--- src/rtl/class_potential_integrator_if.sv ---
// -----------------------------------------------------------------------------
// class_potential_integrator_if
// Purpose : groups the controller/spike inputs and potential/sample_done
//           outputs of the class potential integrator into one bundle.
// Signals : system_state[1:0]  phase code from the system controller
//           spike_in[7:0]      spike vector, bit 2c / 2c+1 = neuron 1 / 2 of class c
//           spike_valid        spike_in qualifier
//           leak_en            enables the periodic leak
//           potential{1,2}_{h,u,s,t}[2:0]  registered membrane potentials
//           sample_done        one-cycle end-of-window pulse
// Modports: master drives inputs (controller/bench), slave is the integrator.
// -----------------------------------------------------------------------------
interface class_potential_integrator_if;
   logic [1:0] system_state;
   logic [7:0] spike_in;
   logic       spike_valid;
   logic       leak_en;
   logic [2:0] potential1_h;
   logic [2:0] potential2_h;
   logic [2:0] potential1_u;
   logic [2:0] potential2_u;
   logic [2:0] potential1_s;
   logic [2:0] potential2_s;
   logic [2:0] potential1_t;
   logic [2:0] potential2_t;
   logic       sample_done;

   modport master (
      output system_state, spike_in, spike_valid, leak_en,
      input  potential1_h, potential2_h, potential1_u, potential2_u,
             potential1_s, potential2_s, potential1_t, potential2_t, sample_done
   );

   modport slave (
      input  system_state, spike_in, spike_valid, leak_en,
      output potential1_h, potential2_h, potential1_u, potential2_u,
             potential1_s, potential2_s, potential1_t, potential2_t, sample_done
   );
endinterface

--- src/rtl/class_potential_integrator.sv ---
// -----------------------------------------------------------------------------
// class_potential_integrator
// Purpose : integrate-and-leak stage for the eight output neurons (two per
//           class h, u, s, t). Accumulates spikes into 3-bit saturating
//           potentials during SAMPLE, leaks them periodically, closes the
//           window after SAMPLE_LEN accepted beats and pulses sample_done.
// Ports   : clk    - system clock
//           rst_n  - asynchronous active-low reset
//           bus    - class_potential_integrator_if.slave (inputs/potentials)
// Params  : SAMPLE_LEN  accepted spike beats per window (1..255)
//           LEAK_PERIOD clock cycles in SAMPLE between leak steps (2..255)
// -----------------------------------------------------------------------------
module class_potential_integrator #(
   parameter int unsigned SAMPLE_LEN  = 64,
   parameter int unsigned LEAK_PERIOD = 16
) (
   input  logic                           clk,
   input  logic                           rst_n,
   class_potential_integrator_if.slave    bus
);

   localparam logic [1:0] ST_IDLE     = 2'b00;
   localparam logic [1:0] ST_SAMPLE   = 2'b01;
   localparam logic [1:0] ST_UART     = 2'b11;
   localparam logic [1:0] ST_COMPLETE = 2'b10;

   localparam logic [7:0] C_SAMPLE_LEN = 8'(SAMPLE_LEN);
   localparam logic [7:0] C_LEAK_LAST  = 8'(LEAK_PERIOD - 1);

   typedef enum logic {WIN_OPEN = 1'b0, WIN_CLOSED = 1'b1} win_t;

   win_t             r_win,  w_win_nxt;
   logic [7:0]       r_beat, w_beat_nxt;
   logic [7:0]       r_leak, w_leak_nxt;
   logic [7:0][2:0]  r_pot,  w_pot_nxt;
   logic             r_done, w_done_nxt;
   logic             w_leak_fire;

   // Net effect of one cycle on one potential: spike and leak together cancel.
   function automatic logic [2:0] f_pot_step(input logic [2:0] pot,
                                             input logic       spike,
                                             input logic       leak);
      logic [2:0] nxt;
      if (spike && !leak) begin
         nxt = (pot == 3'd7) ? 3'd7 : pot + 3'd1;
      end else if (leak && !spike) begin
         nxt = (pot == 3'd0) ? 3'd0 : pot - 3'd1;
      end else begin
         nxt = pot;
      end
      return nxt;
   endfunction

   // Next-state logic for window, counters, potentials and done pulse.
   always_comb begin
      w_win_nxt   = r_win;
      w_beat_nxt  = r_beat;
      w_leak_nxt  = r_leak;
      w_pot_nxt   = r_pot;
      w_done_nxt  = 1'b0;
      w_leak_fire = 1'b0;
      case (bus.system_state)
         ST_IDLE: begin
            w_pot_nxt  = 24'd0;
            w_beat_nxt = 8'd0;
            w_leak_nxt = 8'd0;
            w_win_nxt  = WIN_OPEN;
         end
         ST_SAMPLE: begin
            if (r_win == WIN_OPEN) begin
               w_leak_fire = bus.leak_en && (r_leak == C_LEAK_LAST);
               for (int i = 0; i < 8; i++) begin
                  w_pot_nxt[i] = f_pot_step(r_pot[i],
                                            bus.spike_valid && bus.spike_in[i],
                                            w_leak_fire);
               end
               // Leak counter only advances while leak is enabled.
               if (bus.leak_en) begin
                  w_leak_nxt = w_leak_fire ? 8'd0 : r_leak + 8'd1;
               end else begin
                  w_leak_nxt = r_leak;
               end
               // The closing beat is still integrated above; the window shuts after it.
               if (bus.spike_valid) begin
                  w_beat_nxt = r_beat + 8'd1;
                  if ((r_beat + 8'd1) == C_SAMPLE_LEN) begin
                     w_win_nxt  = WIN_CLOSED;
                     w_done_nxt = 1'b1;
                  end else begin
                     w_win_nxt  = WIN_OPEN;
                  end
               end else begin
                  w_beat_nxt = r_beat;
               end
            end else begin
               w_win_nxt = WIN_CLOSED;
            end
         end
         ST_UART, ST_COMPLETE: begin
            w_beat_nxt = 8'd0;
            w_leak_nxt = 8'd0;
            w_win_nxt  = WIN_OPEN;
         end
         default: begin
            w_pot_nxt  = 24'd0;
            w_beat_nxt = 8'd0;
            w_leak_nxt = 8'd0;
            w_win_nxt  = WIN_OPEN;
         end
      endcase
   end

   // State registers with asynchronous reset.
   always_ff @(posedge clk or negedge rst_n) begin
      if (!rst_n) begin
         r_win  <= WIN_OPEN;
         r_beat <= 8'd0;
         r_leak <= 8'd0;
         r_pot  <= 24'd0;
         r_done <= 1'b0;
      end else begin
         r_win  <= w_win_nxt;
         r_beat <= w_beat_nxt;
         r_leak <= w_leak_nxt;
         r_pot  <= w_pot_nxt;
         r_done <= w_done_nxt;
      end
   end

   assign bus.potential1_h = r_pot[0];
   assign bus.potential2_h = r_pot[1];
   assign bus.potential1_u = r_pot[2];
   assign bus.potential2_u = r_pot[3];
   assign bus.potential1_s = r_pot[4];
   assign bus.potential2_s = r_pot[5];
   assign bus.potential1_t = r_pot[6];
   assign bus.potential2_t = r_pot[7];
   assign bus.sample_done  = r_done;

endmodule

--- src/flat_wrapper.sv ---
// flat-port wrapper written by rule: the top's interface ports become plain ports
module class_potential_integrator_flat 
#(
   parameter int unsigned SAMPLE_LEN  = 64,
   parameter int unsigned LEAK_PERIOD = 16
)
  (clk, rst_n, bus_system_state, bus_spike_in, bus_spike_valid, bus_leak_en, bus_potential1_h, bus_potential2_h, bus_potential1_u, bus_potential2_u, bus_potential1_s, bus_potential2_s, bus_potential1_t, bus_potential2_t, bus_sample_done);
  class_potential_integrator_if bus_i ();
  input  logic clk;
  input  logic rst_n;
  input wire logic [$bits(bus_i.system_state)-1:0] bus_system_state;
  input wire logic [$bits(bus_i.spike_in)-1:0] bus_spike_in;
  input wire logic [$bits(bus_i.spike_valid)-1:0] bus_spike_valid;
  input wire logic [$bits(bus_i.leak_en)-1:0] bus_leak_en;
  output wire logic [$bits(bus_i.potential1_h)-1:0] bus_potential1_h;
  output wire logic [$bits(bus_i.potential2_h)-1:0] bus_potential2_h;
  output wire logic [$bits(bus_i.potential1_u)-1:0] bus_potential1_u;
  output wire logic [$bits(bus_i.potential2_u)-1:0] bus_potential2_u;
  output wire logic [$bits(bus_i.potential1_s)-1:0] bus_potential1_s;
  output wire logic [$bits(bus_i.potential2_s)-1:0] bus_potential2_s;
  output wire logic [$bits(bus_i.potential1_t)-1:0] bus_potential1_t;
  output wire logic [$bits(bus_i.potential2_t)-1:0] bus_potential2_t;
  output wire logic [$bits(bus_i.sample_done)-1:0] bus_sample_done;
  assign bus_i.system_state = bus_system_state;
  assign bus_i.spike_in = bus_spike_in;
  assign bus_i.spike_valid = bus_spike_valid;
  assign bus_i.leak_en = bus_leak_en;
  assign bus_potential1_h = bus_i.potential1_h;
  assign bus_potential2_h = bus_i.potential2_h;
  assign bus_potential1_u = bus_i.potential1_u;
  assign bus_potential2_u = bus_i.potential2_u;
  assign bus_potential1_s = bus_i.potential1_s;
  assign bus_potential2_s = bus_i.potential2_s;
  assign bus_potential1_t = bus_i.potential1_t;
  assign bus_potential2_t = bus_i.potential2_t;
  assign bus_sample_done = bus_i.sample_done;
  class_potential_integrator #(.SAMPLE_LEN(SAMPLE_LEN), .LEAK_PERIOD(LEAK_PERIOD)) u_core (.clk(clk), .rst_n(rst_n), .bus(bus_i));
endmodule
--- config.mk ---
export PLATFORM = sky130hd
export DESIGN_NAME = class_potential_integrator_flat
export DESIGN_NICKNAME = d
export VERILOG_FILES = /design/src/rtl/class_potential_integrator_if.sv /design/src/rtl/class_potential_integrator.sv /design/src/flat_wrapper.sv
export SDC_FILE = /design/constraint.sdc
export NUM_CORES = 1
export LEC_CHECK = 0
export ABC_AREA = 1
export ABC_CLOCK_PERIOD_IN_PS = 1700
export CORE_ASPECT_RATIO = 0.5
export CORE_MARGIN = 2
export CORE_UTILIZATION = 41
export CTS_CLUSTER_SIZE = 30
export DETAILED_ROUTE_END_ITERATION = 6
export PLACE_DENSITY = 0.63
export SYNTH_ARGS = -nofsm -noshare
export SYNTH_HDL_FRONTEND = slang
export SYNTH_SLANG_ARGS = --single-unit
--- constraint.sdc ---
create_clock -name clk -period 1.7 [get_ports clk]
set_input_delay 0.255 -clock clk [delete_from_list [all_inputs] [get_ports clk]]
set_output_delay 0.255 -clock clk [all_outputs]
set_load 0.005 [all_outputs]
==> results of run 1 <==
repair_timing:
| action | 4_1_cts | 5_1_grt |
|---|---|---|
| endpoints found under the hold margin | 42 | 0 |
| endpoints found under the setup margin | 0 | 22 |
| hold buffers | 1 | 0 |
| gates resized for setup | 0 | 10 |
| buffers inserted | 0 | 1 |
final timing paths:
path / slack [ps] / to / startpoint
hold reg to reg: 420 / u_core.bus.sample_done / u_core.r_win
setup reg to reg: 100 / u_core.bus.potential1_s[2] / u_core.r_leak[0]
max in group asynchronous: 1000 / u_core.r_leak[6] / rst_n
hold / removal: 420 / u_core.bus.sample_done / u_core.r_win
setup / recovery: 100 / u_core.bus.potential1_s[2] / u_core.r_leak[0]
min in group asynchronous: 480 / u_core.bus.potential2_u[1] / rst_n
power by group:
| group | leakage, nW | total, W | switching (W) | internal, W |
|---|---|---|---|---|
| combinational | 1.73 | 0.000745 | 0.000377 | 0.000368 |
| clock | 0.0829 | 0.00112 | 0.000393 | 0.000725 |
| sequential | 0.576 | 0.00113 | 0.0000647 | 0.00106 |
cell usage in the layout, fill, tap and decap left out, drive strengths merged, types with 2 or more instances in the layout:
cell type,netlist,layout
o21a,2,2
a21oi,19,19
o21ai,16,16
inv,66,66
xor2,4,4
or2,8,8
buf,7,41
nor2,54,54
clkbuf,1,7
o22ai,2,2
nand4,4,4
nand2,188,188
clkdlybuf4s50,0,37
ha,35,35
dfrtp,42,42
nand3,44,44
worst max-delay path, delay by kind of cell, from the launching register on:
family                   cells  cell delay, ps
AO/OA/AOI/OAI                1             120
AND/OR/NAND/NOR              6             490
buffers and inverters        2             310
flip-flops                   1             390
adder cells (fa/ha/maj)      1             170
registers in the layout, summed over array words and instances (netlist names), 3 cells and up:
signal                   count
u_core.bus.potential1_h      3
u_core.bus.potential2_h      3
u_core.bus.potential1_u      3
u_core.bus.potential2_u      3
u_core.bus.potential1_s      3
u_core.r_beat                8
u_core.bus.potential2_t      3
u_core.r_leak                8
u_core.bus.potential1_t      3
u_core.bus.potential2_s      3
cell type report:
| cell class | instances | share of cell area [%] |
|---|---|---|
| Clock inverter | 1 | 0.6745 |
| Timing Repair Buffer | 80 | 17.65 |
| Tap cell | 112 | 3.148 |
| Multi-Input combinational cell | 381 | 46.21 |
| Clock buffer | 6 | 3.120 |
| Sequential cell | 42 | 23.64 |
| Inverter | 66 | 5.565 |
per-stage QoR:
stage                     power (W)  setup slack [ps]  hold WS [ps]
after floorplan            0.001558             168.5        -40.59
after global placement     0.001872            -146.6         252.2
after detailed placement   0.001876            -163.7         252.6
after CTS                  0.003014             28.27         424.6
after global routing       0.003187            -3.851         462.4
final                      0.002989             104.8         422.4
kinds of logic after synthesis:
logic type | count (synthesis)
DFF | 42
and+or+nand+nor | 299
xor gates and xnor gates | 5
AOI/OAI and AO/OA | 42
adders and majority gates | 35
buffers and inverters | 74
routing by layer:
layer	vias to the layer above	GRT usage [%]
li1	1700	-
met1	1444	24.39
met2	55	32.36
met3	7	4.000
met4	0	4.973
met5	-	0
==> insert_results.sql, run 1 <==
INSERT INTO impl_metrics (metric_group, metric, value, unit) VALUES
('cts', 'cts.root.buffer_cell', 'sky130_fd_sc_hd__clkbuf_16', ''),
('route', 'via_per_inst', '4.660', ''),
('cells_and_area', 'antennaDiodeCount', '0', ''),
('yosys', 'synth_simple_gate_area_share', '38.97', '%'),
('floorplan', 'coreArea', '8000', 'um^2'),
('yosys', 'synth_compound_area_share', '6.686', '%'),
('floorplan', 'pin_count', '39', ''),
('yosys', 'synthXorXnorAreaFrac', '1.300', '%'),
('pwr', 'power.leakage', '2.385', 'nW'),
('yosys', 'part_of_the_yosys_area_used_for_sequential_elements', '31.20', '%'),
('cts', 'clk_latency', '280', 'ps'),
('setup_path', 'worst_r2r_path_depth', '10', ''),
('yosys', 'synth-main-ff-cell', 'sky130_fd_sc_hd__dfrtp_1', ''),
('timing', 'worst-slew-pin-transition', '305.2', 'ps'),
('cells_and_area', 'multiInputGateArea', '2057', 'um^2'),
('setup_path', 'worst_path_cell_chain', 'ha_4 > nand2_4 > nor2_8 > nand3_4 > buf_12 > buf_4 > a21oi_1 > nor2_1 > nand2_1 > nand2_1', ''),
('floorplan', 'num_rows', '23', ''),
('timing', 'fin_skew', '4.440', 'ps'),
('yosys', 'synth_mux_area_share', '0', '%'),
('setup_path', 'slowest_stage', 'sky130_fd_sc_hd__dfrtp_1', ''),
('route', 'top_layer_used', 'met4', ''),
('place', 'dpl-instance-area', '4204', 'um^2'),
('yosys', 'synth_fa_ha_area_share', '13.00', '%'),
('cts', 'maximum_level_of_the_cts_h_tree', '2', ''),
('place', 'placement.io_buffers', '38', ''),
('outcome', 'outcome', 'completed', ''),
('yosys', 'ys_ff_latch', '42', ''),
('timing', 'totalNegativeSetupSlack', '0', 'ps'),
('grt', 'first_global_vias', '2939', ''),
('yosys', 'yosys.cell_count.top_type', 'sky130_fd_sc_hd__nand2_1', ''),
('cells_and_area', 'layoutNonFillerInstCount', '688', ''),
('hold_path', 'hold_path_depth', '1', ''),
('route', 'first_pass_iters', '4', ''),
('route', 'm1WireLength', '3999', 'um'),
('timing', 'relSlewSlack', '79.60', '%'),
('route', 'drc', '0', ''),
('cts', 'tritoncts', 'done', ''),
('cells_and_area', 'n_fill_cell', '827', ''),
('yosys', 'yosysTopAreaCellShare', '31.20', '%'),
('route', 'drt-total-wl', '7986', 'um'),
('cells_and_area', 'final_layout_size_suffix_gt1_share', '15.80', '%'),
('cts', 'cts.clk_slew.worst_paths', '60', 'ps'),
('yosys', 'post_synth.cell_area_avg', '6.777', 'um^2'),
('flow_run', 'max-cap-violations', '0', ''),
('yosys', 'yosysWarningCount', '0', ''),
('place', 'gp_routability_congestion', '0.8197', ''),
('route', 'met2_length', '3593', 'um'),
('route', 'drt_iter0_drc', '224', ''),
('place', 'hpwl', '5766', 'um'),
('timing', 'count_of_pins_over_their_slew_limit', '0', ''),
('route', 'routed-via-count', '3206', ''),
('cells_and_area', 'nets', '625', ''),
('timing', 'setup-violations-final', '0', ''),
('floorplan', 'die_h', '68.09', 'um'),
('yosys', 'ys_top_cells_by_area', 'sky130_fd_sc_hd__dfrtp_1 31%, sky130_fd_sc_hd__nand2_1 20%, sky130_fd_sc_hd__ha_1 13%', ''),
('grt', 'grtUsageTotal', '18.72', '%'),
('yosys', 'synth-edff-count', '0', ''),
('grt', 'grt_pass1_wl', '13320', 'um'),
('yosys', 'syn-cell-area', '3368', 'um^2'),
('yosys', 'syn-instance-count', '497', ''),
('timing', 'timing.final.crit_share', '93.84', '%'),
('cells_and_area', 'postLayoutCellArea', '4452', 'um^2'),
('timing', 'fin_crit', '1595', 'ps'),
('setup_path', 'worstSetupStartpointType', 'register', ''),
('cts', 'tritoncts.num_buffers', '5', ''),
('cts', 'cts.sinks', '42', ''),
('setup_path', 'timing.critical_path.mode_cell', 'sky130_fd_sc_hd__nand2_1', ''),
('yosys', 'synth_top_family_by_area', 'simple AND/OR/NAND/NOR gates', ''),
('hold_path', 'worst_hold_path_type', 'register to register', ''),
('cells_and_area', 'area_growth_syn_to_layout', '32.17', '%'),
('setup_path', 'timing.critical_path.slowest_cell_delay', '390', 'ps');
Power figures use the tool's default switching activity.
==> inputs of run 2 (changes only) <==
CTS_BUF_LIST = sky130_fd_sc_hd__clkbuf_2   (was default)
SLEW_MARGIN = 20   (was default)
==> run 2 against run 1 <==
Against the previous run: die area unchanged; clock power is 46% lower; setup slack lost 55 ps; global-route usage rose by 0.43 points; worst hold slack worse by 160 ps; register-to-register slack worse by 50 ps; via count rose by 4.2%; flip-flop and latch count is the same; combinational power up 8.7%; largest power group unchanged.
==> insert_results.sql, run 2 (same netlist as run 1, synthesis figures left out) <==
INSERT INTO impl_metrics (metric_group, metric, value, unit) VALUES
('timing', 'max_clock_freq', '606.1', 'MHz'),
('floorplan', 'num_rows', '23', ''),
('route', 'drt-total-wl', '8636', 'um'),
('route', 'wl_per_cell', '12.18', 'um'),
('cells_and_area', 'final_layout_size_suffix_gt1_share', '22.61', '%'),
('timing', 'postLayoutSetupSlackWorst', '50.17', 'ps'),
('cells_and_area', 'mostFrequentLayoutCell', 'sky130_fd_sc_hd__nand2_1', ''),
('hold_path', 'worst_hold_path_type', 'primary input to asynchronous set/reset pin', ''),
('place', 'hpwl', '5766', 'um'),
('route', 'via_per_inst', '4.712', ''),
('floorplan', 'area_of_the_die', '9000', 'um^2'),
('cts', 'tritoncts', 'done', ''),
('cts', 'cts.sinks', '42', ''),
('cts', 'tritoncts.num_buffers', '5', ''),
('setup_path', 'setup.worst_path.end_class', 'register', ''),
('grt', 'grt_max_degree', '43', ''),
('setup_path', 'worst_r2r_path_depth', '11', ''),
('setup_path', 'worst_path_cell_chain', 'ha_4 > nand2_4 > nor2_8 > nand3_4 > clkbuf_16 > buf_6 > nand3_2 > nand2_1 > nor2_2 > nand2_1 > nand2_1', ''),
('setup_path', 'path_max_fanout', '5', ''),
('timing', 'relSlewSlack', '79.42', '%'),
('place', 'dpl-instance-area', '4204', 'um^2'),
('floorplan', 'coreArea', '8000', 'um^2'),
('timing', 'count_of_pins_over_their_slew_limit', '0', ''),
('setup_path', 'timing.critical_path.slowest_cell_delay', '450', 'ps'),
('route', 'routed-via-count', '3341', ''),
('timing', 'totalNegativeSetupSlack', '0', 'ps'),
('setup_path', 'timing.critical_path.arrival', '2040', 'ps'),
('grt', 'grtUsageTotal', '19.15', '%'),
('route', 'drc', '0', ''),
('timing', 'setup_repair_after_global_routing_missed_its_margin', 'true', ''),
('cts', 'maximum_level_of_the_cts_h_tree', '2', ''),
('cells_and_area', 'nets', '646', ''),
('place', 'detailedPlace.worstSlack', '-163.7', 'ps'),
('grt', 'first_global_vias', '3034', ''),
('pwr', 'p_per_area', '542.5', 'nW/um^2'),
('grt', 'grt_antenna_before_repair', '0', ''),
('floorplan', 'initial_core_util', '42.10', '%'),
('setup_path', 'worst-endpoint-required', '2090', 'ps'),
('cells_and_area', 'postLayoutCellArea', '4667', 'um^2'),
('timing', 'timing.final.crit_share', '97.05', '%'),
('cts', 'cts.root.buffer_cell', 'sky130_fd_sc_hd__clkbuf_2', ''),
('pwr', 'vdd_drop_max', '0.0004060', 'V'),
('place', 'placement.io_buffers', '38', ''),
('timing', 'worst-slew-pin-transition', '308.0', 'ps'),
('cells_and_area', 'reg_top3', 'u_core.r_beat (8), u_core.r_leak (8)', ''),
('grt', 'grt_pass1_wl', '13650', 'um'),
('grt', 'grt_overflow', '0', ''),
('cells_and_area', 'antennaDiodeCount', '0', ''),
('setup_path', 'worstSetupStartpointType', 'register', ''),
('cts', 'clk_latency', '450', 'ps'),
('route', 'first_pass_iters', '5', ''),
('route', 'drt_iter0_drc', '151', ''),
('flow_run', 'max-cap-violations', '0', ''),
('cts', 'maximum_root_to_sink_buffer_count', '2', ''),
('cells_and_area', 'area_growth_syn_to_layout', '38.56', '%'),
('cts', 'cts.clk_slew.worst_paths', '240', 'ps'),
('floorplan', 'fp.dieW', '132.2', 'um'),
('pwr', 'power.leakage', '2.630', 'nW'),
('route', 'ant_nets', '0', ''),
('outcome', 'outcome', 'completed', ''),
('setup_path', 'timing.critical_path.mode_cell', 'sky130_fd_sc_hd__nand2_1', ''),
('floorplan', 'die_h', '68.09', 'um'),
('setup_path', 'slowest_stage', 'sky130_fd_sc_hd__dfrtp_1', ''),
('timing', 'fin_skew', '26.58', 'ps'),
('timing', 'final-hold-violation-count', '0', ''),
('place', 'gp_routability_congestion', '0.8197', ''),
('floorplan', 'pin_count', '39', ''),
('setup_path', 'timing.setup.critical_path_class', 'register to register', ''),
('timing', 'setup-violations-final', '0', ''),
('cells_and_area', 'most-common-layout-cells', '172 x sky130_fd_sc_hd__nand2_1, 58 x sky130_fd_sc_hd__inv_1, 45 x sky130_fd_sc_hd__nor2_1, 45 x sky130_fd_sc_hd__buf_4, 36 x sky130_fd_sc_hd__dfrtp_1', ''),
('cells_and_area', 'post-route-util', '58.34', '%'),
('timing', 'fin_crit', '1650', 'ps');
==> run 2: cell count changes in the layout (fill, tap and decap cells not counted), moves of 5 or more <==
| cell | delta |
|---|---|
| sky130_fd_sc_hd__dfrtp_1 | -5 |
| sky130_fd_sc_hd__dfrtp_2 | +5 |
| sky130_fd_sc_hd__buf_4 | +11 |
| sky130_fd_sc_hd__clkbuf_2 | +5 |
| sky130_fd_sc_hd__nand3_1 | -7 |
| sky130_fd_sc_hd__nand3_2 | +5 |
| sky130_fd_sc_hd__dlymetal6s2s_1 | +6 |
| sky130_fd_sc_hd__buf_6 | +9 |
| sky130_fd_sc_hd__clkdlybuf4s50_1 | -16 |
| sky130_fd_sc_hd__dlygate4sd2_1 | +10 |
==> run 2: through the flow <==
stage	total power [W]	hold slack [ps]	cells
2_1_floorplan	0.001558	-40.59	497
3_3_place_gp	0.001872	252.2	678
3_5_place_dp	0.001876	252.6	678
4_1_cts	0.002497	274.4	700
5_1_grt	0.002714	258.5	709
6_report	0.002532	265.2	709
==> run 2: area by class of cell <==
class                   instances  area [um^2]
fillers                       801         3333
well taps                     112        140.1
inverters                      66        247.7
flip-flops and latches         42         1059
repair buffers                101        997.2
clock inverters                 2        33.78
multi-input cells             381         2165
clock buffers                   5        25.02
==> run 2: critical path, delay by kind of cell (launching register included) <==
| family | cells | cell delay, ps |
|---|---|---|
| simple gates | 8 | 640 |
| fa+ha+maj | 1 | 170 |
| buf+inv | 2 | 320 |
| flops | 1 | 450 |
==> run 2: metal layers <==
metal	GRT usage [%]	wire length (um)
met1	24.38	4011
met2	34.11	4196
met3	4.074	369
met4	4.704	59
met5	0	0
==> run 2: final timing paths <==
check	slack [ps]	startpoint	endpoint
worst max register to register	50	u_core.r_leak[1]	u_core.bus.potential2_u[2]
max in group asynchronous	1180	rst_n	u_core.bus.potential1_u[2]
worst max-delay path	50	u_core.r_leak[1]	u_core.bus.potential2_u[2]
worst min-delay path	270	rst_n	u_core.bus.potential2_u[0]
worst min register to register	440	u_core.r_win	u_core.bus.sample_done
min in group clk	430	bus_system_state[0]	u_core.r_leak[1]
==> run 2: repair_timing <==
action                                  CTS  global route
cloned                                    0             3
pin swaps                                 1            14
endpoints found under the hold margin    42             0
gates resized for setup                  18            46
endpoints found under the setup margin   18            33
hold buffers                              1             0
setup buffers                            14             6
==> run 2: power breakdown <==
part	switching (W)	internal, W	total [W]
registers	0.0000564	0.00106	0.00112
logic	0.000412	0.000397	0.000810
clock network	0.000367	0.000236	0.000604
==> inputs of run 3 (changes only) <==
CTS_BUF_LIST = sky130_fd_sc_hd__clkbuf_8   (was sky130_fd_sc_hd__clkbuf_2)
==> run 3 against run 2 <==
Against the previous run: via count decreased by 4.8%; setup slack gained 66 ps; sequential share of layout area rose by 1.3 points; sequential power hardly changed; final cell count shrank 3.0%; routed wire length decreased by 8.9%; register-to-register slack gained 70 ps; critical endpoint is now u_core.bus.potential1_u[2]; largest power group unchanged.
==> insert_results.sql, run 3 (same netlist as run 1, synthesis figures left out) <==
INSERT INTO impl_metrics (metric_group, metric, value, unit) VALUES
('timing', 'timing.final.crit_share', '93.16', '%'),
('cts', 'cts.clk_slew.worst_paths', '80', 'ps'),
('floorplan', 'fp.dieW', '132.2', 'um'),
('place', 'hpwl', '5766', 'um'),
('grt', 'grtUsageTotal', '18.63', '%'),
('floorplan', 'area_of_the_die', '9000', 'um^2'),
('route', 'via_per_inst', '4.625', ''),
('grt', 'grt_antenna_before_repair', '0', ''),
('setup_path', 'path_max_fanout', '11', ''),
('cells_and_area', 'postLayoutCellArea', '4393', 'um^2'),
('floorplan', 'num_rows', '23', ''),
('pwr', 'power.leakage', '2.356', 'nW'),
('floorplan', 'pin_count', '39', ''),
('route', 'drt-total-wl', '7865', 'um'),
('timing', 'relSlewSlack', '79.69', '%'),
('timing', 'count_of_pins_over_their_slew_limit', '0', ''),
('grt', 'grt_max_degree', '43', ''),
('timing', 'worst-slew-pin-transition', '303.9', 'ps'),
('timing', 'setup-violations-final', '0', ''),
('setup_path', 'timing.setup.critical_path_class', 'register to register', ''),
('place', 'detailedPlace.worstSlack', '-163.7', 'ps'),
('timing', 'fin_crit', '1584', 'ps'),
('route', 'routed-via-count', '3182', ''),
('setup_path', 'timing.critical_path.mode_cell', 'sky130_fd_sc_hd__nand2_1', ''),
('route', 'drc', '0', ''),
('cells_and_area', 'area_growth_syn_to_layout', '30.42', '%'),
('route', 'wl_per_cell', '11.43', 'um'),
('cts', 'cts.root.buffer_cell', 'sky130_fd_sc_hd__clkbuf_8', ''),
('floorplan', 'coreArea', '8000', 'um^2'),
('cts', 'clk_latency', '300', 'ps'),
('setup_path', 'worstSetupStartpointType', 'register', ''),
('cts', 'maximum_root_to_sink_buffer_count', '2', ''),
('timing', 'final-hold-violation-count', '0', ''),
('grt', 'first_global_vias', '2941', ''),
('cells_and_area', 'multiInputGateArea', '2054', 'um^2'),
('cells_and_area', 'reg_top3', 'u_core.r_beat (8), u_core.r_leak (8)', ''),
('pwr', 'p_per_area', '614.2', 'nW/um^2'),
('cts', 'tritoncts', 'done', ''),
('cells_and_area', 'nets', '625', ''),
('setup_path', 'worst_path_cell_chain', 'ha_4 > nand2_4 > nor2_8 > nand3_4 > buf_12 > nand2_1 > nand3_1 > nand2_1 > inv_2 > nand2_1 > nand2_1', ''),
('timing', 'postLayoutSetupSlackWorst', '116.3', 'ps'),
('outcome', 'outcome', 'completed', ''),
('timing', 'fin_skew', '7.103', 'ps'),
('grt', 'grt_pass1_wl', '13270', 'um'),
('setup_path', 'slowest_stage', 'sky130_fd_sc_hd__dfrtp_1', ''),
('pwr', 'vdd_drop_max', '0.0003219', 'V'),
('setup_path', 'timing.critical_path.slowest_cell_delay', '400', 'ps'),
('grt', 'grt_overflow', '0', ''),
('route', 'ant_nets', '0', ''),
('hold_path', 'worst_hold_path_type', 'register to register', ''),
('place', 'dpl-instance-area', '4204', 'um^2'),
('cells_and_area', 'regArea', '1052', 'um^2'),
('cells_and_area', 'n_fill_cell', '840', ''),
('route', 'first_pass_iters', '4', ''),
('pwr', 'total_power', '0.002698', 'W'),
('setup_path', 'worst-endpoint-required', '1890', 'ps'),
('cells_and_area', 'mostFrequentLayoutCell', 'sky130_fd_sc_hd__nand2_1', ''),
('route', 'drt_iter0_drc', '196', ''),
('setup_path', 'setup.worst_path.end_class', 'register', ''),
('flow_run', 'max-cap-violations', '0', ''),
('cells_and_area', 'antennaDiodeCount', '0', ''),
('floorplan', 'initial_core_util', '42.10', '%'),
('timing', 'worst_hold_slack', '425.8', 'ps'),
('place', 'gp_routability_congestion', '0.8197', ''),
('cells_and_area', 'final_layout_size_suffix_gt1_share', '15.97', '%'),
('place', 'placement.io_buffers', '38', ''),
('cells_and_area', 'most-common-layout-cells', '175 x sky130_fd_sc_hd__nand2_1, 58 x sky130_fd_sc_hd__inv_1, 47 x sky130_fd_sc_hd__nor2_1', ''),
('floorplan', 'die_h', '68.09', 'um'),
('cts', 'maximum_level_of_the_cts_h_tree', '2', ''),
('cts', 'tritoncts.num_buffers', '5', ''),
('setup_path', 'timing.critical_path.arrival', '1770', 'ps'),
('timing', 'max_clock_freq', '631.5', 'MHz'),
('cts', 'cts.sinks', '42', '');
## run 3: changes by cell type in the layout (fill, tap and decap cells not counted), sizes merged
| cell | previous run | this run |
|---|---|---|
| clkinv | 1 | 0 |
| buf | 61 | 41 |
| dlygate4sd2 | 10 | 0 |
| clkdlybuf4s50 | 21 | 37 |
| dlymetal6s2s | 6 | 0 |
## run 3: cell type report
class | count | area share (%)
clock buffers | 6 | 1.880
well taps | 112 | 3.190
repair buffers | 80 | 17.89
inverters | 66 | 5.639
flip-flops and latches | 42 | 23.95
clock inverters | 1 | 0.6836
multi-input cells | 381 | 46.77
## run 3: routing by layer
| metal | GRT usage (%) | up-vias | part of all wire (%) |
|---|---|---|---|
| met5 | 0 | - | 0 |
| met2 | 32.42 | 62 | 46 |
| li1 | - | 1697 | - |
| met3 | 4.000 | 2 | 5.1 |
| met4 | 4.570 | 0 | 0.34 |
| met1 | 24.24 | 1421 | 49 |
## run 3: report_power, final
part           switching, W  internal, W
Combinational      0.000375     0.000369
Sequential        0.0000646      0.00106
Clock              0.000360     0.000471
Total              0.000800      0.00190
## run 3: per-stage QoR
step	instances	utilization [%]	setup TNS (ps)
after floorplan	497	-	0
after global placement	678	52.55	-3002
after global routing	688	54.91	-0.7849
after detailed placement	678	52.55	-3178
after CTS	686	54.08	0
final	688	54.91	0
## run 3: critical path, delay by kind of cell (launching register included)
family                   cells  cell delay (ps)
adder cells (fa/ha/maj)      1              170
buffers and inverters        2              230
flip-flops                   1              400
AND/OR/NAND/NOR              8              660
## run 3: path summary, 6_finish.rpt
kind	startpoint	endpoint	slack (ps)	cells past startpoint
max	u_core.r_leak[0]	u_core.bus.potential1_u[2]	120	11
min	u_core.r_win	u_core.bus.sample_done	430	1
max reg2reg	u_core.r_leak[0]	u_core.bus.potential1_u[2]	120	11
min reg2reg	u_core.r_win	u_core.bus.sample_done	430	1
max in group asynchronous	rst_n	u_core.r_leak[5]	1020	3
min in group asynchronous	rst_n	u_core.bus.potential2_u[1]	470	3
## run 3: repair_timing
action	4_1_cts	5_1_grt
hold buffers	1	0
gates resized for setup	0	10
endpoints found under the hold margin	42	0
setup buffers	0	1
setup endpoints to repair	0	23
